===== config.mk =====
export PLATFORM = sky130hd
export DESIGN_NAME = piso_tx
export DESIGN_NICKNAME = d
export VERILOG_FILES = /design/src/rtl/piso_tx.sv
export SDC_FILE = /design/constraint.sdc
export NUM_CORES = 1
export LEC_CHECK = 0
export CORE_UTILIZATION = 45
export DETAILED_ROUTE_END_ITERATION = 12
export PLACE_DENSITY = 0.83
export SYNTH_ARGS = -nofsm -noshare
export SYNTH_HDL_FRONTEND = slang
export SYNTH_SLANG_ARGS = --single-unit

===== constraint.sdc =====
create_clock -name clk -period 1.33 [get_ports clk]
set_clock_uncertainty 0.1 [all_clocks]
set_input_delay 0.133 -clock clk [delete_from_list [all_inputs] [get_ports clk]]
set_output_delay 0.133 -clock clk [all_outputs]
set_load 0.1 [all_outputs]

===== src/rtl/piso_tx.sv =====
// Parallel-in/serial-out transmitter: one-word holding buffer behind a valid/ready
// port, MSB-first shifting on shift_en, gapless reload between consecutive words.
module piso_tx #(
  parameter int WIDTH = 8
) (
  input  logic             clk,
  input  logic             rst,
  input  logic [WIDTH-1:0] din,
  input  logic             din_valid,
  output logic             din_ready,
  input  logic             shift_en,
  output logic             sout,
  output logic             active,
  output logic             frame_last,
  output logic             busy
);

  localparam int CW = $clog2(WIDTH);
  localparam logic [CW-1:0] LAST = CW'(WIDTH - 1);

  typedef enum logic {
    IDLE  = 1'b0,
    SHIFT = 1'b1
  } state_t;

  state_t           state;
  logic [WIDTH-1:0] shreg;
  logic [WIDTH-1:0] hold;
  logic             hold_full;
  logic [CW-1:0]    cnt;

  // Handshake: a word transfers on an edge where din_valid && din_ready are both high.
  // din_ready only depends on the buffer being empty (and reset being low), never on
  // din_valid, and the source must keep din stable until the transfer.
  assign din_ready  = !hold_full && !rst;
  assign active     = (state == SHIFT);
  assign sout       = shreg[WIDTH-1];
  assign frame_last = active && (cnt == LAST);
  assign busy       = active || hold_full;

  always_ff @(posedge clk) begin
    if (rst) begin
      state     <= IDLE;
      shreg     <= '0;
      hold      <= '0;
      hold_full <= 1'b0;
      cnt       <= '0;
    end else begin
      // Accept only happens with hold empty, so it never collides with a transfer below.
      if (din_valid && din_ready) begin
        hold      <= din;
        hold_full <= 1'b1;
      end
      case (state)
        IDLE: begin
          if (hold_full) begin
            shreg     <= hold;
            cnt       <= '0;
            hold_full <= 1'b0;
            state     <= SHIFT;
          end
        end
        SHIFT: begin
          if (shift_en) begin
            if (cnt != LAST) begin
              shreg <= {shreg[WIDTH-2:0], 1'b0};
              cnt   <= cnt + CW'(1);
            end else if (hold_full) begin
              shreg     <= hold;
              cnt       <= '0;
              hold_full <= 1'b0;
            end else begin
              state <= IDLE;
            end
          end
        end
      endcase
    end
  end

endmodule


-- Word level (Yosys, flattened, before mapping)
Index checks and enable logic that the tools add are counted.
Widths: inputs -> output; s select.
- register bits: 21
- output and inout port bits: 5
- logic and storage cells: 33
- input bits: 12
- mux-type cells: 17
- reductions and logical operators: 6
- eq/ne operators: 3
- $add $sub $neg: 1
- bitwise operators: 1
- operators by type and width (operator ; number):
    $mux 8 ; 3
    $pmux 8 s2 ; 1
    $mux 3 ; 3
    $mux 1 ; 7
    $pmux 3 s2 ; 1
    $pmux 1 s2 ; 2
    $add 3x1->3 const B ; 1
    $eq 3x3->1 const B ; 1
    $logic_and 1x1->1 ; 3
    $ne 3x3->1 const B ; 1
    $logic_not 1->1 ; 2
    $ne 2x2->1 const B ; 1
    $logic_or 1x1->1 ; 1
    $not 1->1 ; 1

-- Logic depth before layout (Yosys ltp)
- depth in word-level cells: 8
- mapped depth: 5

-- Worst setup path after synthesis
Ideal clock, no wire load.
- kind: reg-to-output
- from: register state (netlist: active)
- to: output frame_last
- stages on the path, launching flop included: 3
- required time: 1.097 ns
- path slack: -0.888 ns
- data arrival time: 1.985 ns
- cell sequence: dfxtp_1 -> buf_4 -> and2_1
- longest elaborated chain between the ends: 1
- ends and longest elaborated chain (item ; RTL line ; text):
    start: declaration ; 26 ; state_t state;
    start signal: assignment ; 43 ; state <= IDLE;
    start signal: assignment ; 60 ; state <= SHIFT;
    start signal: assignment ; 73 ; state <= IDLE;
    $logic_and 1x1->1 ; 38 ; assign frame_last = active && (cnt == LAST);
    end: declaration ; 14 ; output logic frame_last,
Every way passes these cells.

-- Worst setup path in the final report
- from: register cnt[1]
- to: register shreg[2]
- longest elaborated chain between the ends: 4
- ends and longest elaborated chain (item ; RTL line ; text):
    start: declaration ; 30 ; logic [CW-1:0] cnt;
    start signal: assignment ; 67 ; cnt <= cnt + CW'(1);
    $ne 3x3->1 ; 65 ; if (cnt != LAST) begin
    $mux 8 ; 65 ;
    $mux 8 ; 64 ; if (shift_en) begin
    $pmux 8 s2 ; 54 ; case (state)
    end signal: assignment ; 57 ; shreg <= hold;
    end signal: assignment ; 66 ; shreg <= {shreg[WIDTH-2:0], 1'b0};
    end signal: assignment ; 69 ; shreg <= hold;
    end: declaration ; 27 ; logic [WIDTH-1:0] shreg;
Every way passes these cells. The select of a mux whose other input is x is not followed.
A chain may end at the register's enable or synchronous reset.

==> flow_summary.ini <==
[timing]
slew_headroom_pct = 80.97
setup_ws_ns = -0.2114
min_period_ns = 1.541
fin_crit_sh_pct = 115.9
fmax_mhz = 648.8
rsz0062_at_grt = yes
hold_ws_ns = 0.2589
setup_tns_ns = -1.666
finalSetupViolCount = 13
slew_viol_final = 0
hold_viol = 0
worstMarginPinSlew_ns = 0.2855

[detailed_routing]
via_per_inst = 5.531
wl_per_cell_um = 14.58
dr.max_layer_used = met4
totalWireLength_mm = 2.551
m1WireLength_mm = 1.041
ant_nets = 0
dr_total_vias = 968
drc = 0
wl_met2_mm = 1.305
dr_wl_met3_um = 144
firstDrtPassIters = 4
dr.first_iter.drc_count = 24

[run_status]
status = complete, but fails checks
violations = negative setup slack

[floorplanning]
die_y_um = 47.64
chipWidth_um = 47.64
coreArea_um2 = 1962
ios = 17
fp.dieArea_um2 = 2269
start_util_pct = 47.77
rows = 16

[cells_and_area]
diodes = 0
nets = 164
final_cell_area_um2 = 1505
drive_gt1_share_pct = 42.57
syn_to_final_growth_pct = 60.61
layout_common_cells = buf_4 (19), nand2_1 (17), dfxtp_1 (16)
final_common_cell = buf_4

[flow_run]
cap_violations = 0

[global_route]
grt_pass1_wl_mm = 3.864
grt_usage_pct = 24.82
antenna_found_initial = 0
grt_max_degree = 13
gr-total-overflow = 0
grt_pass1_vias = 875

[setup_path]
critical_path_required_ns = 1.44
reg2reg_depth = 6
worstSetupStartpointType = register
critPathMostFrequentCell = ha_4
path_cells = ha_4 > ha_4 > buf_4 > and3b_2 > a21oi_2 > o221a_2
cp-end-kind = register
critical_path.top_delay_family = flip-flops
rrSetupSlack_ns = -0.21
r2r-end = shreg[2]
path_class = register to register
cp.buffers_inverters = 1
r2r_start = cnt[1]
worstPathArrival_ns = 1.65
path_max_fanout = 4
crit_path_max_incr_delay_ns = 0.36
cpMaxStageDelayCell = dfxtp_2

[power_and_ir_drop]
ir_drop_mv = 0.6994
powerDensity_nw_per_um2 = 912.7
power.leakage_nw = 0.5705
finalPower_mw = 1.374

[logic_synthesis]
synth_edf_count = 0
ys_warn_count = 0
yosys.area.top_type = dfxtp_1
syn_avg_cell_area_um2 = 8.221
netlist_area_um2 = 937.1
synth-async-reset-ratio_pct = 0
syn_inst = 114
synthTopCellsByArea = dfxtp_1 (45%), a21oi_1 (8.0%), nand2_1 (7.2%)
yosysSeqAreaShare_pct = 44.86
synth_seq_cells = 21
yosys.area.top_type_share_pct = 44.86
synth_ff_type = dfxtp_1
synth.net_count = 129
yosysUniqueCellTypes = 26

[min_path]
worstHoldPathCells = 3
min_path_type = input pin to register
hold_end = hold[5]
hold_path_startpoint = din[5]

[clock_tree]
numClockSinks = 21
root_buffer = clkbuf_4
cts_tree = yes
clk_latency_ns = 0.30
h-tree-depth = 1
clk_path_buf_depth = 2
cts_buffers = 3
clk_pin_slew_ns = 0.12

[place]
port_buffers = 16
place_area_um2 = 1314
place_congestion = 0.7956
hpwlAfterDp_mm = 1.620
place_ws_ns = -0.2335
tightest hold or removal path, delay by kind of cell:
| kind | cells | cell delay, ns |
|---|---|---|
| AO/OA/AOI/OAI | 1 | 0.05 |
| buffers and inverters | 1 | 0.39 |
| AND/OR/NAND/NOR | 1 | 0.05 |
power breakdown:
part	total, mW	switching [mW]	internal (mW)
Combinational	0.360	0.195	0.164
Clock	0.314	0.202	0.112
Sequential	0.700	0.0325	0.668
Total	1.37	0.430	0.944
sequential cells by signal (all words and copies together) (netlist names):
| register | cells |
|---|---|
| hold | 8 |
| hold_full | 1 |
| shreg | 8 |
| cnt | 3 |
| active | 1 |
metal layers:
layer	vias to the layer above	GRT usage, %
li1	471	-
met1	443	29.93
met2	45	41.92
met3	9	5.283
met4	0	12.22
met5	-	0
cells in the mapped netlist (all sizes together) (4+ instances only):
cell type and count:
a21oi 15, a311oi 4, nand3 7, nand2 18
buf 5, inv 5, dfxtp 21, nand2b 4
o21ai 5, nor2 9
how the worst max path moves through the flow:
stage / startpoint / to / slack (ns) / depth (start not counted)
2_1_floorplan: cnt[1] / shreg[7] / -0.02 / 4
3_3_place_gp: shift_en / shreg[3] / -0.13 / 5
3_5_place_dp: shift_en / shreg[6] / -0.23 / 5
4_1_cts: cnt[1] / frame_last / -0.19 / 4
5_1_grt: cnt[0] / frame_last / -0.25 / 4
6_report: cnt[1] / shreg[2] / -0.21 / 6
cells by family (layout without fill, tap and decap cells):
kind of cell	Yosys count	after routing	synth area share (%)
and+or+nand+nor	44	44	21.63
AOI/OAI and AO/OA	34	34	23.76
DFF	21	21	44.86
buffers and inverters	12	46	5.740
adders and majority gates	3	3	4.006
cell type report:
class                           count  area (um2)
Clock inverter                      1       5.005
Timing Repair Buffer               37       375.4
Clock buffer                        3       22.52
Inverter                            5       23.77
Fill cell                         138       456.7
Tap cell                           27       33.78
Sequential cell                    21       431.7
Multi-Input combinational cell     81       613.1
what timing repair did:
action,CTS,global route
setup endpoints to repair,12,15
pin swaps,8,8
endpoints found under the hold margin,0,0
setup buffers,5,3
hold buffers,0,0
resized for setup,16,10
through the flow:
| step | instances | util [%] |
|---|---|---|
| 2_1_floorplan | 114 | - |
| 3_3_place_gp | 164 | 66.96 |
| 3_5_place_dp | 164 | 66.96 |
| 4_1_cts | 172 | 73.28 |
| 5_1_grt | 175 | 76.72 |
| 6_report | 175 | 76.72 |
No activity file was read; power rests on OpenSTA's default activity.
==> RTL edit: new RTL, config.mk and constraints unchanged <==
Set the parameter `WIDTH` to 16 (it was 8).
--- a/src/rtl/piso_tx.sv
+++ b/src/rtl/piso_tx.sv
@@ -2,5 +2,5 @@
 // port, MSB-first shifting on shift_en, gapless reload between consecutive words.
 module piso_tx #(
-  parameter int WIDTH = 8
+  parameter int WIDTH = 16
 ) (
   input  logic             clk,
Ports: changed (resized din); port bits go from 17 to 25. No check against the original RTL was run, so the function may have changed too.
==> RTL edit against the original RTL <==
The run still ends with setup timing left; clock power rose to 2.6 times the old value; setup slack got worse by 0.17 ns; via count rose by 110%; combinational power rose to 2.6 times the old value; total power rose by 120%; maximum frequency fell by 9.8%; routed wire length rose to 2.8 times the old value; cell area rose by 94%; sequential cell count rose by 17; area after synthesis rose by 90%; largest cell class unchanged; largest power group unchanged.
==> RTL edit: results (changes against the original RTL) <==
- Post-Place Cell Area: 0.00232 mm² (was 0.00131 mm²)
- CTS buffer count: 5 (was 3)
- Clock buffer count: 6 (was 3)
- Clk. pwr: 0.807 mW (was 0.314 mW)
- Die ar.: 0.00422 mm² (was 0.00227 mm²)
- P&R area growth vs syn: 63.6% (was 60.6%)
- CP delay by family, top: compound AO/OA/AOI/OAI gates (was flip-flops)
- Final GP Congestion: 0.758 (was 0.796)
- Worst r2r dst: shreg[7] (was shreg[2])
- TNS Setup: -4.56 ns (was -1.67 ns)
- Vias per std cell: 6.59 (was 5.53)
- Hold Startpoint: din[10] (was din[5])
- Peak supply drop: 1.33 mV (was 0.699 mV)
- Signal buffers: 65 (was 37)
- Outcome: finished with violations (unchanged)
- Setup violations, final: 32 (was 13)
- Synth top area cells: dfxtp_1 43%, a2111oi_0 7.4%, nand2b_1 6.3%, o21ai_0 5.6%, a2111oi_1 5.1% (was dfxtp_1 45%, a21oi_1 8.0%, nand2_1 7.2%, ha_1 4.0%, a311oi_1 3.7%)
- Placed Instances: 286 (was 164)
- Buffer type at the clock tree root: clkbuf_8 (was clkbuf_4)
- Largest net degree at the start of global routing: 33 (was 13)
- RR Startpoint: cnt[0] (was cnt[1])
- Violated checks: setup timing (unchanged)
- H-tree depth: 2 (was 1)
- Synth Net Count: 228 (was 129)
- Internal Power: 2.03 mW (was 0.944 mW)
- Worst-path cell with the longest stage delay: a2111oi_1 (was dfxtp_2)
- Fill cells: 194 (was 138)
- Final nets: 283 (was 164)
- Cell variety after synth: 37 (was 26)
- WL/cell: 23.0 µm (was 14.6 µm)
- First-pass GRT wire length: 8470 µm (was 3860 µm)
- Port Buffers: 24 (was 16)
- Worst Slack Setup Final: -0.378 ns (was -0.211 ns)
- Pre-CTS WS: -0.582 ns (was -0.233 ns)
- DRC marker count from the first detailed-route iteration: 148 (was 24)
- Comb_multi_in: 147 (was 81)
- Seq/Total Area, Yosys: 42.7% (was 44.9%)
- Vias in the first global route: 1746 (was 875)
- Synth top cells by count: 38 x dfxtp_1, 20 x o21ai_0, 19 x nand2_1, 18 x nand2b_1 (was 21 x dfxtp_1, 18 x nand2_1, 15 x a21oi_1, 9 x nor2_1, 7 x nand3_1)
- Clock network area share: 2.96% (was 1.83%)
- Reg clk slew, reported paths: 0.08 ns (was 0.12 ns)
- Min Hold Slack: 0.304 ns (was 0.259 ns)
[RTL edit: cell count changes in the layout (fill, tap and decap cells not counted), sizes merged, moves of 5 or more]
cell           before  now
nand3               7    2
clkdlybuf4s50      11   18
o21ai               5   20
buf                26   42
clkbuf              3    9
nand2b              4   18
dfxtp              21   38
nor2                9   17
a2111oi             0   24
[RTL edit: cells by family (layout without fill, tap and decap cells)]
group | Yosys count | count (layout) | synth area share [%]
compound gates | 74 | 74 | 29.1
fa+ha+maj | 1 | 1 | 0.702
simple gates | 69 | 70 | 20.0
buf+inv | 23 | 78 | 6.39
flops | 38 | 38 | 42.7
mux | 2 | 2 | 1.19
[RTL edit: metal layers]
layer | share of wire [%] | wire, µm | GRT usage, %
met2 | 49 | 3530 | 44.9
met1 | 37 | 2620 | 31.7
met4 | 4.5 | 323 | 10.8
met5 | 0 | 0 | 0
met3 | 9.6 | 685 | 6.16
